$ cat src/rtl/counter_updown_mod.sv
// Up/down counter with a runtime modulus (0..max_val), wrap or saturate mode,
// synchronous clear/load, one-cycle boundary pulses and a sticky event flag.
module counter_updown_mod #(
  parameter int               WIDTH     = 8,
  parameter logic [WIDTH-1:0] RESET_VAL = '0
) (
  input  logic             clk,
  input  logic             reset_n,
  input  logic             enable,
  input  logic             up_dn,
  input  logic             mode,
  input  logic [WIDTH-1:0] max_val,
  input  logic             clear,
  input  logic             load,
  input  logic [WIDTH-1:0] load_val,
  input  logic             clr_flags,
  output logic [WIDTH-1:0] count,
  output logic             tc,
  output logic             overflow,
  output logic             underflow,
  output logic             event_sticky
);

  logic [WIDTH-1:0] count_nxt;
  logic             ovf_nxt, unf_nxt, sticky_nxt;
  logic             at_top, at_zero;

  // count >= max_val covers a modulus lowered below the live count.
  assign at_top  = (count >= max_val);
  assign at_zero = (count == '0);

  // Terminal count follows the current direction, not registered.
  assign tc = up_dn ? at_top : at_zero;

  // Next-state selection: clear > load > enable > hold.
  always_comb begin
    count_nxt = count;
    ovf_nxt   = 1'b0;
    unf_nxt   = 1'b0;
    if (clear) begin
      count_nxt = '0;
    end else if (load) begin
      count_nxt = (load_val > max_val) ? max_val : load_val;
    end else if (enable) begin
      if (up_dn) begin
        if (at_top) begin
          count_nxt = mode ? max_val : '0;
          ovf_nxt   = 1'b1;
        end else begin
          count_nxt = count + WIDTH'(1);
        end
      end else begin
        if (at_zero) begin
          count_nxt = mode ? '0 : max_val;
          unf_nxt   = 1'b1;
        end else if (count > max_val) begin
          // Modulus dropped under us: pull back into range without a pulse.
          count_nxt = max_val;
        end else begin
          count_nxt = count - WIDTH'(1);
        end
      end
    end
  end

  // A new event beats a same-cycle flag clear.
  always_comb begin
    sticky_nxt = event_sticky;
    if (ovf_nxt || unf_nxt) sticky_nxt = 1'b1;
    else if (clr_flags)     sticky_nxt = 1'b0;
  end

  // State and pulse registers, async active-low reset.
  always_ff @(posedge clk or negedge reset_n) begin
    if (!reset_n) begin
      count        <= RESET_VAL;
      overflow     <= 1'b0;
      underflow    <= 1'b0;
      event_sticky <= 1'b0;
    end else begin
      count        <= count_nxt;
      overflow     <= ovf_nxt;
      underflow    <= unf_nxt;
      event_sticky <= sticky_nxt;
    end
  end

endmodule

$ cat config.mk
export PLATFORM = sky130hd
export DESIGN_NAME = counter_updown_mod
export DESIGN_NICKNAME = d
export VERILOG_FILES = /design/src/rtl/counter_updown_mod.sv
export SDC_FILE = /design/constraint.sdc
export NUM_CORES = 1
export LEC_CHECK = 0
export ABC_AREA = 1
export ABC_CLOCK_PERIOD_IN_PS = 2000
export CORE_ASPECT_RATIO = 1.75
export CORE_MARGIN = 2
export CORE_UTILIZATION = 49
export CTS_CLUSTER_SIZE = 12
export DETAILED_ROUTE_END_ITERATION = 8
export GPL_ROUTABILITY_DRIVEN = 0
export HOLD_SLACK_MARGIN = 0.06
export PLACE_DENSITY = 0.78
export SYNTH_ARGS = -nofsm -noshare
export SYNTH_HDL_FRONTEND = slang
export SYNTH_SLANG_ARGS = --single-unit
$ cat constraint.sdc
create_clock -name clk -period 2 [get_ports clk]
set_clock_uncertainty 0.1 [all_clocks]
set_input_delay 0.5 -clock clk [delete_from_list [all_inputs] [get_ports clk]]
set_output_delay 0.5 -clock clk [all_outputs]
set_load 0.01 [all_outputs]
=== After elaboration in Yosys (flattened, before gate mapping) ===
Index checks and enable logic that the tools add are counted.

* Flip-flop bits (word level): 11
* Input port bits: 24
* Output and inout bits: 12
* Word-level logic and storage cells: 36

* Add/subtract/negate cells: 2
* Reduce and logical (&&, ||, !) cells: 4
* $lt $le $gt $ge: 3
* Mux-type cells: 23

{| class="wikitable"
|+ Operators with widths
! operator !! number
|-
| $mux W8 || 10
|-
| $gt A8 B8 Y1 || 2
|-
| $mux W1 || 13
|-
| $add A8 B1 Y8 const B || 1
|-
| $ge A8 B8 Y1 || 1
|-
| $logic_not A8 Y1 || 1
|-
| $sub A8 B1 Y8 const B || 1
|-
| $reduce_bool A3 Y1 || 1
|-
| $reduce_bool A2 Y1 || 1
|-
| $logic_or A1 B1 Y1 || 1
|}

=== Logic depth before layout (Yosys ltp) ===
Gate-level depths: netlist of the first run.

* Depth in word-level cells: 8
* Depth in mapped cells: 17
* Depth with buffers taken out: 17

=== Worst setup path after synthesis of the first run ===
No wires, ideal clock.

* Kind: in2out
* From: input max_val[5]
* To: output tc
* Stages on the path: 8
* Data arrival time: 1.605 ns
* Path buffers: 0
* Slack: -0.205 ns
* Cells stage by stage: inv_1 -> ha_1 -> a21oi_1 -> nor2_2 -> nor2_8 -> nand3_4 -> nand2_4 -> o21ai_0

* Word-level cells in the longest chain between the ends: 2

{| class="wikitable"
|+ Ends and longest elaborated chain
! what !! line !! RTL
|-
| start: declaration || 12 || <nowiki>input logic [WIDTH-1:0] max_val,</nowiki>
|-
| $ge A8 B8 Y1 || 29 || <nowiki>assign at_top = (count >= max_val);</nowiki>
|-
| $mux W1 || 33 || <nowiki>assign tc = up_dn ? at_top : at_zero;</nowiki>
|-
| end: declaration || 18 || <nowiki>output logic tc,</nowiki>
|}

Every way passes these cells.

=== Worst setup path in the final report of the first run ===
* From: register count[7]
* To: output tc

* Word-level cells in the longest chain between the ends: 2
* Elaborated cells on any way between the ends: 3
* Those cells by class: 1 x order compare; 1 x mux; 1 x reduce/logical

{| class="wikitable"
|+ Ends and longest elaborated chain
! what !! line !! RTL
|-
| start: declaration || 17 || <nowiki>output logic [WIDTH-1:0] count,</nowiki>
|-
| start signal: assignment || 81 || <nowiki>count <= count_nxt;</nowiki>
|-
| $ge A8 B8 Y1 or $logic_not A8 Y1 (tied branches) || 29, 30 ||
|-
| $mux W1 (*) || 33 ||
|}

Every way passes the cells marked *; elsewhere a longest branch is shown, timed or not.

==> results of run 1 <==
## power groups by stage
stage | clock, mW | sequential (mW) | combinational (mW)
final | 0.227 | 0.278 | 1.24
after global routing | 0.232 | 0.279 | 1.33
after CTS | 0.226 | 0.275 | 1.11
after detailed placement | 0 | 0.271 | 1.00
after global placement | 0 | 0.271 | 0.985
after floorplan | 0 | 0.300 | 0.591
## layer usage
metal	vias up	global-route usage [%]	wire [um]
met3	68	3.413	453
met2	164	61.45	4151
met4	0	23.21	664
li1	1178	-	-
met5	-	0	0
met1	1200	31.76	2537
## worst reg2reg max path, stage by stage, from the launching register on
cell	delay, ps
dfrtp_1	420
ha_4	300
nand2_4	80
nor2_4	180
nand4_4	110
buf_4	230
nand2_8	90
nand2_1	50
nand3_1	80
nand2_1	70
nand2_1	60
nand2_1	50
nand2_1	90
nand2_1	50
## area by class of cell
type | count | area (um^2) | share of cell area [%]
Clock buffer | 4 | 45.04 | 1.464
Inverter | 36 | 136.4 | 4.433
Tap cell | 48 | 60.06 | 1.952
Multi-Input combinational cell | 255 | 1804 | 58.64
Sequential cell | 11 | 277.8 | 9.028
Timing Repair Buffer | 89 | 753.2 | 24.48
## kinds of logic (layout without fill, tap and decap cells)
kind of cell / after synthesis / in the layout / synth area share, %
AOI/OAI and AO/OA: 31 / 31 / 9.575
xor gates and xnor gates: 8 / 8 / 3.551
buffers and inverters: 45 / 129 / 11.29
and+or+nand+nor: 195 / 197 / 49.59
adders and majority gates: 19 / 19 / 12.05
DFF: 11 / 11 / 13.95
## path summary, 6_finish.rpt
check / startpoint / cells after the start / slack, ps / to
max: count[7]$_DFFE_PN0P_ / 8 / -310 / tc
min: event_sticky$_DFFE_PN0P_ / 1 / 430 / event_sticky$_DFFE_PN0P_
max reg2reg: count[7]$_DFFE_PN0P_ / 13 / -90 / count[4]$_DFFE_PN0P_
min reg2reg: event_sticky$_DFFE_PN0P_ / 1 / 430 / event_sticky$_DFFE_PN0P_
max in group asynchronous: reset_n / 1 / 920 / count[4]$_DFFE_PN0P_
min in group asynchronous: reset_n / 1 / 500 / count[5]$_DFFE_PN0P_
## flip-flops by register name, indices dropped and copies added (netlist names)
signal	count
event_sticky	1
underflow	1
overflow	1
count	8
## cell usage in the layout (no fill, tap or decap), types with 3 or more instances in the layout
cell type,n
nand2_1,97
buf_4,43
nand3_1,33
inv_1,22
clkdlybuf4s50_1,17
nor2_1,16
inv_2,13
ha_4,11
nand2_4,10
buf_6,10
nand2_2,9
dfrtp_1,9
dlygate4sd2_1,8
buf_2,8
nor2_4,7
xor2_1,7
nand4_1,7
ha_1,7
o21ai_2,6
a21oi_1,6
a21boi_1,4
a21oi_2,3
nand4_4,3
nor3_1,3
o21ai_0,3
clkbuf_8,3
## per-stage QoR
step | hold WS [ps] | utilization (%) | cell area, um^2 | setup TNS, ps | total power [mW]
6_report | 428.2 | 79.58 | 3077 | -807.1 | 1.748
5_1_grt | 436.7 | 79.58 | 3077 | -1495 | 1.845
4_1_cts | 425.6 | 76.38 | 2953 | -294.6 | 1.608
3_5_place_dp | 411.4 | 69.97 | 2705 | -8018 | 1.276
3_3_place_gp | 382.7 | 69.97 | 2705 | -7091 | 1.256
2_1_floorplan | 104.4 | - | 1998 | -115.9 | 0.8915
## repair_timing
action | CTS | global route
setup buffers | 2 | 5
gates resized for setup | 92 | 30
pin swaps | 28 | 20
gates cloned | 2 | 0
setup endpoints to repair | 11 | 14
==> results by group, run 1 <==
Power
  • Sw frac: 46.67%
  • Peak supply drop: 330.8 uV
  • Pwr/cell area: 568.0 nW/um^2
  • Net Switching: 0.8156 mW
  • Leakage power: 1.600 nW
  • Flop pwr share: 15.9%
  • Comb pwr share: 71.1%
  • Internal power: 0.9320 mW
  • Clock power frac: 13.0%

Clocking
  • CTS tree: done
  • Worst-path clk slew: 50 ps
  • Number of buffers created by CTS: 3
  • H-tree level count: 1
  • Worst skew pair latency: 240 ps
  • CTS sink count: 11
  • Clock Tree Buf Depth: 2
  • Cts hold-fix bufs: 0
  • Root buffer cell: clkbuf_8

Floorplan
  • Die Y: 87.95 um
  • Die area: 4571 um^2
  • Io pins: 36
  • Chip Width: 51.97 um
  • Rows: 30
  • Core Region: 3866 um^2
  • Initial core utilization: 51.04%

STA
  • Final Worst Setup Slack: -305.2 ps
  • Max frequency: 433.8 MHz
  • Tmin final: 2305 ps
  • Slew @ Worst Pin: 516.8 ps
  • Final Hold Vio Count: 0
  • Setup-failing EPs final: 9
  • Slew Limit Fails: 0
  • Headroom to the max-slew limit: 65.44%
  • Final period util: 115.3%
  • RSZ-0062 raised after global routing: yes

Critical path
  • Path type of the worst setup path: reg -> out
  • Critical path startpoint category: flop
  • Critical path endpoint category: primary output
  • WP buf/inv: 1
  • Critical path's top delay family: simple AND/OR/NAND/NOR gates
  • Slowest-stage cell, CP: dfrtp_1
  • Slowest stage delay, CP: 420 ps
  • Crit path cell chain: ha_4 -> nand2_4 -> nor2_4 -> nand4_4 -> nand3_4 -> nand2_4 -> o21ai_2 -> buf_2
  • CP dominant cell by count: nand2_4
  • Critical Path RT: 1400 ps
  • Worst-path fanout max: 2
  • CP arrival: 1710 ps

Synth
  • Avg Inst Size Synth: 6.386 um^2
  • Synth Warn #: 0
  • Number of flops mapped to enable cells by yosys: 0
  • Count leader, synth: nand2_1
  • Distinct cell type count after synthesis: 39
  • Ys async rst share: 100.0%
  • Synth area leader: nand2_1
  • Net Count, Synth: 352
  • Top FF cell, synth: dfrtp_1
  • FF+latch count, synth: 11
  • Sequential area share after synthesis: 13.95%
  • Mapped Area: 1973 um^2
  • Commonest cells post-synth: nand2_1 (108), nand3_1 (35), inv_1 (32)
  • Post-synth top area share: 20.55%
  • Top post-synthesis cells by area: nand2_1 (21%), dfrtp_1 (14%), ha_1 (12%)
  • Post-Synthesis Cells: 309

Drt
  • Routed Antenna Nets: 0
  • DR pass1 iterations: 7
  • Post-Route WL: 7.806 mm
  • # DRC: 0
  • DR iter-0 viols: 166
  • Via density: 5.892
  • Vias: 2610
  • Drt wl/cell: 17.62 um

Layout
  • Final std cells w/o fill: 443
  • ANT cells: 0
  • Fillcell total: 249
  • Share of cells above drive strength 1: 37.72%
  • Nets: 439
  • Synth-to-Final Area Change: 55.93%

GRT
  • Overall Global Routing Usage: 32.77%
  • Initial antenna violation count: 0
  • Largest net degree at the start of global routing: 14
  • Vias in the first global route: 2531
  • Gr ovfl total: 0
  • First-pass GRT wire length: 11.27 mm

Hold path
  • Worst hold path type: reg -> reg

Placed design
  • Place WS: -1118 ps
  • Post-detail-place hpwl: 5.080 mm
  • PortBufs: 35
  • Placed Cells: 434

Status
  • Outcome: finished, violations left
  • Failing checks: negative setup slack

Job
  • Max Cap Viol: 0
Note: power is estimated with default switching activity, not from simulation.
==> run 2: changes to the inputs <==
Settings changed: CORE_ASPECT_RATIO 1.75 to 0.7.
==> run 2 against run 1 <==
The run still ends with negative setup slack left. Combinational power is 8% higher. Die area is 0.27% lower. Sequential power hardly changed. Final cell count is 1.8% higher. Final area is 4.1% higher. First-iteration DRC count is 120% higher. Power is 6.3% higher. Utilization is 2.5 points higher. Clock power is 5% higher. Critical path type unchanged. Largest power group unchanged.
==> results by group, run 2 (synthesis gave the netlist of run 1 again) <==
Drt
  • Via density: 6.180 (+4.9%)
  • Drt wl/cell: 20.32 um (+15%)
  • Routed Antenna Nets: 0 (unchanged)
  • Vias: 2787 (+6.8%)
  • DR pass1 iterations: 9 (+2)
  • DR iter-0 viols: 362 (+120%)
  • Post-Route WL: 9.164 mm (+17%)
  • # DRC: 0 (unchanged)

Job
  • Max Cap Viol: 0 (unchanged)

Power
  • Sw frac: 48.52% (+1.9 points)
  • Peak supply drop: 732.3 uV (+120%)
  • Pwr/cell area: 580.3 nW/um^2 (+2.2%)
  • Leakage power: 1.685 nW (+5.3%)
  • Internal power: 0.9565 mW (+2.6%)
  • Comb pwr share: 72.3% (+1.2 points)
  • Clock power frac: 12.8% (-0.2 points)
  • Net Switching: 0.9015 mW (+11%)
  • Flop pwr share: 14.8% (-1.1 points)

Critical path
  • Crit path cell chain: ha_4 -> a21oi_4 -> nor2_4 -> nor2_8 -> nand3_4 -> nand2_4 -> o21ai_2 -> buf_2
  • Worst-path fanout max: 2 (unchanged)
  • Slowest stage delay, CP: 420 ps (about the same)
  • CP arrival: 1760 ps (+50 ps)
  • Critical Path RT: 1400 ps (about the same)
  • R2R setup slack: -210 ps (-120 ps)
  • Critical path endpoint category: primary output
  • Slowest-stage cell, CP: dfrtp_1
  • Path type of the worst setup path: reg -> out
  • Critical path startpoint category: flop

Layout
  • Share of cells above drive strength 1: 41.35% (+3.6 points)
  • Most frequent cells in the layout: nand2_1 (91), buf_4 (50), nand3_1 (30), inv_1 (21), nor2_1 (15)
  • Nets: 443 (+0.91%)
  • Largest register FFs: 8 (unchanged)
  • Synth-to-Final Area Change: 62.27%
  • Final instance area: 3202 um^2 (+4.1%)
  • Final core utilization: 82.12% (+2.5 points)
  • Commonest non-fill, non-tap cell in the layout: nand2_1
  • ANT cells: 0 (unchanged)
  • Final std cells w/o fill: 451 (+1.8%)
  • Top reg by flops: count

STA
  • Setup-failing EPs final: 9 (unchanged)
  • Tmin final: 2363 ps (+57.66 ps)
  • Headroom to the max-slew limit: 64.80% (-0.63 points)
  • Final Hold Vio Count: 0 (unchanged)
  • Final Worst Setup Slack: -362.8 ps (-57.66 ps)
  • Max frequency: 423.2 MHz (-2.4%)
  • Final period util: 118.1% (+2.9 points)
  • RSZ-0062 raised after global routing: yes
  • Slew Limit Fails: 0 (unchanged)
  • Slew @ Worst Pin: 526.3 ps (+9.449 ps)

Floorplan
  • Die area: 4558 um^2 (-0.27%)
  • Core Region: 3899 um^2 (+0.84%)
  • Die Y: 57.09 um (-35%)
  • Initial core utilization: 50.61% (-0.43 points)
  • Io pins: 36 (unchanged)
  • Chip Width: 79.85 um (+54%)
  • Rows: 19 (-37%)

Placed design
  • Dpl cell area: 2680 um^2 (-0.92%)
  • PortBufs: 35 (unchanged)
  • Place WS: -1113 ps (+5.680 ps)
  • Post-detail-place hpwl: 5.143 mm (+1.2%)
  • Placed Cells: 434 (unchanged)

Clocking
  • Clock Tree Buf Depth: 2 (unchanged)
  • CTS tree: done
  • Worst skew pair latency: 250 ps (about the same)
  • CTS sink count: 11 (unchanged)
  • Cts hold-fix bufs: 0 (unchanged)
  • Number of buffers created by CTS: 3 (unchanged)
  • H-tree level count: 1 (unchanged)
  • Root buffer cell: clkbuf_8
  • Worst-path clk slew: 60 ps (about the same)

GRT
  • Vias in the first global route: 2502 (-1.1%)
  • Largest net degree at the start of global routing: 14 (unchanged)
  • Initial antenna violation count: 0 (unchanged)
  • First-pass GRT wire length: 12.31 mm (+9.2%)
  • Overall Global Routing Usage: 35.19% (+2.4 points)
  • Gr ovfl total: 0 (unchanged)

Status
  • Outcome: finished, violations left
  • Failing checks: negative setup slack

Hold path
  • Worst hold path type: reg -> reg
## run 2: cell types whose count changed in the layout (fill, tap and decap cells not counted), sizes merged
cell,before,now
nand2,118,119
clkdlybuf4s50,17,12
dlymetal6s2s,1,6
buf,62,66
clkbuf,5,4
## run 2: final timing paths
kind	startpoint	end	cells after the start
setup / recovery	count[5]$_DFFE_PN0P_	tc	8
hold / removal	event_sticky$_DFFE_PN0P_	event_sticky$_DFFE_PN0P_	1
setup reg to reg	count[5]$_DFFE_PN0P_	count[2]$_DFFE_PN0P_	14
hold reg to reg	event_sticky$_DFFE_PN0P_	event_sticky$_DFFE_PN0P_	1
max in group asynchronous	reset_n	count[2]$_DFFE_PN0P_	1
min in group asynchronous	reset_n	count[3]$_DFFE_PN0P_	1
## run 2: timing repair
item,in CTS,in global routing
gates resized for setup,116,25
setup endpoints to repair,12,15
cloned,4,0
pin swaps,45,26
setup buffers,9,7
## run 2: critical path: cells and delay by family (launching register included)
family,cells,cell delay [ps]
flip-flops,1,420
AND/OR/NAND/NOR,4,350
adder cells (fa/ha/maj),1,300
AO/OA/AOI/OAI,2,300
buffers and inverters,1,150
## run 2: cell type report
| cell class | instances | area, um^2 |
|---|---|---|
| fill | 230 | 696.9 |
| sequential | 11 | 275.3 |
| tap | 52 | 65.06 |
| multi-input combinational | 256 | 1922 |
| inverter | 36 | 136.4 |
| timing repair buffer | 92 | 758.2 |
| clock buffer | 4 | 45.04 |
## run 2: power by group through the flow
stage	Combinational, mW	Sequential, mW	Clock [mW]
floorplan	0.591	0.300	0
global placement	0.983	0.271	0
detailed placement	1.01	0.271	0
CTS	1.16	0.276	0.224
global route	1.42	0.277	0.243
finish	1.34	0.276	0.238
## run 2: layer usage
layer  vias up  track usage [%]  share of wire, %
met1      1260            45.47                35
met3        71            8.228                13
met4         0            11.62               7.2
met2       260            58.58                45
met5         -                0                 0
li1       1196                -                 -
## run 2: per-stage QoR
| step | hold slack (ps) | total power, mW | TNS (ps) |
|---|---|---|---|
| 6_report | 427.5 | 1.858 | -1686 |
| 2_1_floorplan | 104.4 | 0.8915 | -115.9 |
| 5_1_grt | 441.3 | 1.940 | -2071 |
| 3_3_place_gp | 378.2 | 1.254 | -7408 |
| 4_1_cts | 409.7 | 1.663 | -660.3 |
| 3_5_place_dp | 382.1 | 1.278 | -7866 |
==> run 3: changes to the inputs <==
Settings changed: CORE_UTILIZATION 49 to 59, DONT_BUFFER_PORTS set to 1.
==> run 3 against run 2 <==
Utilization is 6.0 points lower. Combinational power is 26% lower. Register-to-register slack better by 30 ps. The flow still finishes with violations (negative setup slack). Die area is 16% lower. Clock-buffer cell count stayed put. Final cell count is 17% lower. Via count is 20% lower. Power is 19% lower.
==> results by group, run 3 (synthesis gave the netlist of run 1 again) <==
Status
  • Outcome: finished, violations left
  • Failing checks: negative setup slack

Power
  • Comb pwr share: 66.5% (-5.8 points)
  • Leakage power: 1.324 nW (-21%)
  • Net Switching: 0.7262 mW (-19%)
  • Clock power frac: 15.2% (+2.4 points)
  • Peak supply drop: 422.3 uV (-42%)
  • Sw frac: 48.45% (-0.071 points)
  • Tot Pwr: 1.499 mW (-19%)
  • Flop pwr share: 18.3% (+3.5 points)
  • Pwr/cell area: 621.4 nW/um^2 (+7.1%)
  • Internal power: 0.7727 mW (-19%)

Critical path
  • Critical path startpoint category: flop
  • Critical Path RT: 1400 ps (about the same)
  • R2R depth: 14 (unchanged)
  • Crit path cell chain: ha_4 -> nand2_4 -> nor2_4 -> nand4_4 -> nand3_4 -> nand2_4 -> o21ai_4
  • Slowest-stage cell, CP: dfrtp_1
  • Crit path depth: 7 (-1)
  • CP dominant cell by count: nand2_4
  • Worst-path fanout max: 2 (unchanged)
  • CP arrival: 1580 ps (-180 ps)
  • Path type of the worst setup path: reg -> out
  • Reg-to-Reg Start: count[5]$_DFFE_PN0P_
  • Slowest stage delay, CP: 440 ps (+20 ps)
  • Critical path endpoint category: primary output
  • WP buf/inv: 0 (-1)
  • Critical path's top delay family: simple AND/OR/NAND/NOR gates
  • Critical path launch point: count[5]$_DFFE_PN0P_

Hold path
  • Worst hold path type: in -> reg
  • Hold_sp: up_dn
  • Min-Delay Path Depth: 1 (unchanged)

Floorplan
  • Chip Width: 73.12 um (-8.4%)
  • Die area: 3830 um^2 (-16%)
  • Initial core utilization: 62.26% (+12 points)
  • Rows: 17 (-2)
  • Core Region: 3169 um^2 (-19%)
  • Io pins: 36 (unchanged)
  • Die Y: 52.39 um (-8.2%)

Clocking
  • Clock Tree Buf Depth: 2 (unchanged)
  • Worst-path clk slew: 50 ps (about the same)
  • CTS sink count: 11 (unchanged)
  • Root buffer cell: clkbuf_8
  • CTS tree: done
  • Worst skew pair latency: 240 ps (about the same)
  • H-tree level count: 1 (unchanged)
  • Number of buffers created by CTS: 3 (unchanged)

Placed design
  • Placed Cells: 363 (-16%)
  • Dpl cell area: 2160 um^2 (-19%)
  • Post-detail-place hpwl: 4.585 mm (-11%)
  • PortBufs: 0 (-100%)
  • Place WS: -189.1 ps (+923.4 ps)

Layout
  • ANT cells: 0 (unchanged)
  • Share of cells above drive strength 1: 23.96% (-17 points)
  • Commonest non-fill, non-tap cell in the layout: nand2_1
  • Top reg by flops: count
  • Synth-to-Final Area Change: 22.26%
  • Most frequent cells in the layout: nand2_1 (104), inv_1 (32), nand3_1 (32), buf_4 (28), nor2_1 (18)
  • Nets: 382 (-14%)
  • Largest register FFs: 8 (unchanged)
  • Final instance area: 2412 um^2 (-25%)
  • Final std cells w/o fill: 376 (-17%)

STA
  • Setup-failing EPs final: 9 (unchanged)
  • Slew @ Worst Pin: 558.3 ps (+31.97 ps)
  • Tmin final: 2183 ps (-179.6 ps)
  • Slew Limit Fails: 0 (unchanged)
  • Setup total negative slack: -974.1 ps (+712.1 ps)
  • Final Hold Vio Count: 0 (unchanged)
  • Final Worst Setup Slack: -183.2 ps (+179.6 ps)
  • Headroom to the max-slew limit: 62.66% (-2.1 points)
  • Final period util: 109.2% (-9.0 points)
  • RSZ-0062 raised after global routing: yes
  • Max frequency: 458.0 MHz (+8.2%)

Drt
  • Vias: 2226 (-20%)
  • DR pass1 iterations: 5 (-4)
  • Post-Route WL: 6.633 mm (-28%)
  • Drt wl/cell: 17.64 um (-13%)
  • Routed Antenna Nets: 0 (unchanged)
  • Via density: 5.920 (-4.2%)
  • DR iter-0 viols: 172 (-52%)
  • # DRC: 0 (unchanged)

GRT
  • First-pass GRT wire length: 9.742 mm (-21%)
  • Largest net degree at the start of global routing: 17 (+3)
  • Initial antenna violation count: 0 (unchanged)
  • Overall Global Routing Usage: 34.09% (-1.1 points)
  • Vias in the first global route: 2002 (-20%)
  • Gr ovfl total: 0 (unchanged)

Job
  • Max Cap Viol: 0 (unchanged)
run 3: final timing paths:
check	end	slack, ps
max	tc	-180
min	underflow$_DFF_PN0_	280
max reg2reg	count[5]$_DFFE_PN0P_	-180
min reg2reg	event_sticky$_DFFE_PN0P_	460
max in group asynchronous	count[7]$_DFFE_PN0P_	820
min in group asynchronous	count[0]$_DFFE_PN0P_	590
run 3: layer usage:
layer	vias to the layer above	part of all wire, %	track usage (%)
li1	1061	-	-
met1	1006	43	45.96
met4	0	3.3	7.099
met3	29	8.6	7.500
met2	130	45	56.01
met5	-	0	0
run 3: per-stage QoR:
step | hold slack (ps) | utilization [%]
4_1_cts | 244.9 | 73.31
3_5_place_dp | 104.6 | 68.14
3_3_place_gp | 104.7 | 68.14
5_1_grt | 275.3 | 76.12
6_report | 282.6 | 76.12
2_1_floorplan | 104.4 | -
run 3: power groups by stage:
stage | sequential, mW | clock, mW | combinational (mW)
final | 0.274 | 0.228 | 0.997
after global routing | 0.276 | 0.236 | 1.08
after CTS | 0.269 | 0.228 | 0.886
after detailed placement | 0.272 | 0 | 0.819
after global placement | 0.272 | 0 | 0.810
after floorplan | 0.300 | 0 | 0.591
run 3: repair_timing:
action / 4_1_cts / 5_1_grt
gates cloned: 0 / 2
setup endpoints to repair: 7 / 9
gates resized for setup: 10 / 13
pin swaps: 7 / 2
hold buffers: 1 / 0
buffers inserted: 6 / 0
endpoints found under the hold margin: 11 / 0
run 3: layout make-up:
cell class	count	area [um^2]
clock buffer	4	45.04
tap	38	47.55
sequential	11	276.5
fill	231	757.0
timing repair buffer	32	262.8
inverter	36	138.9
multi-input combinational	255	1642
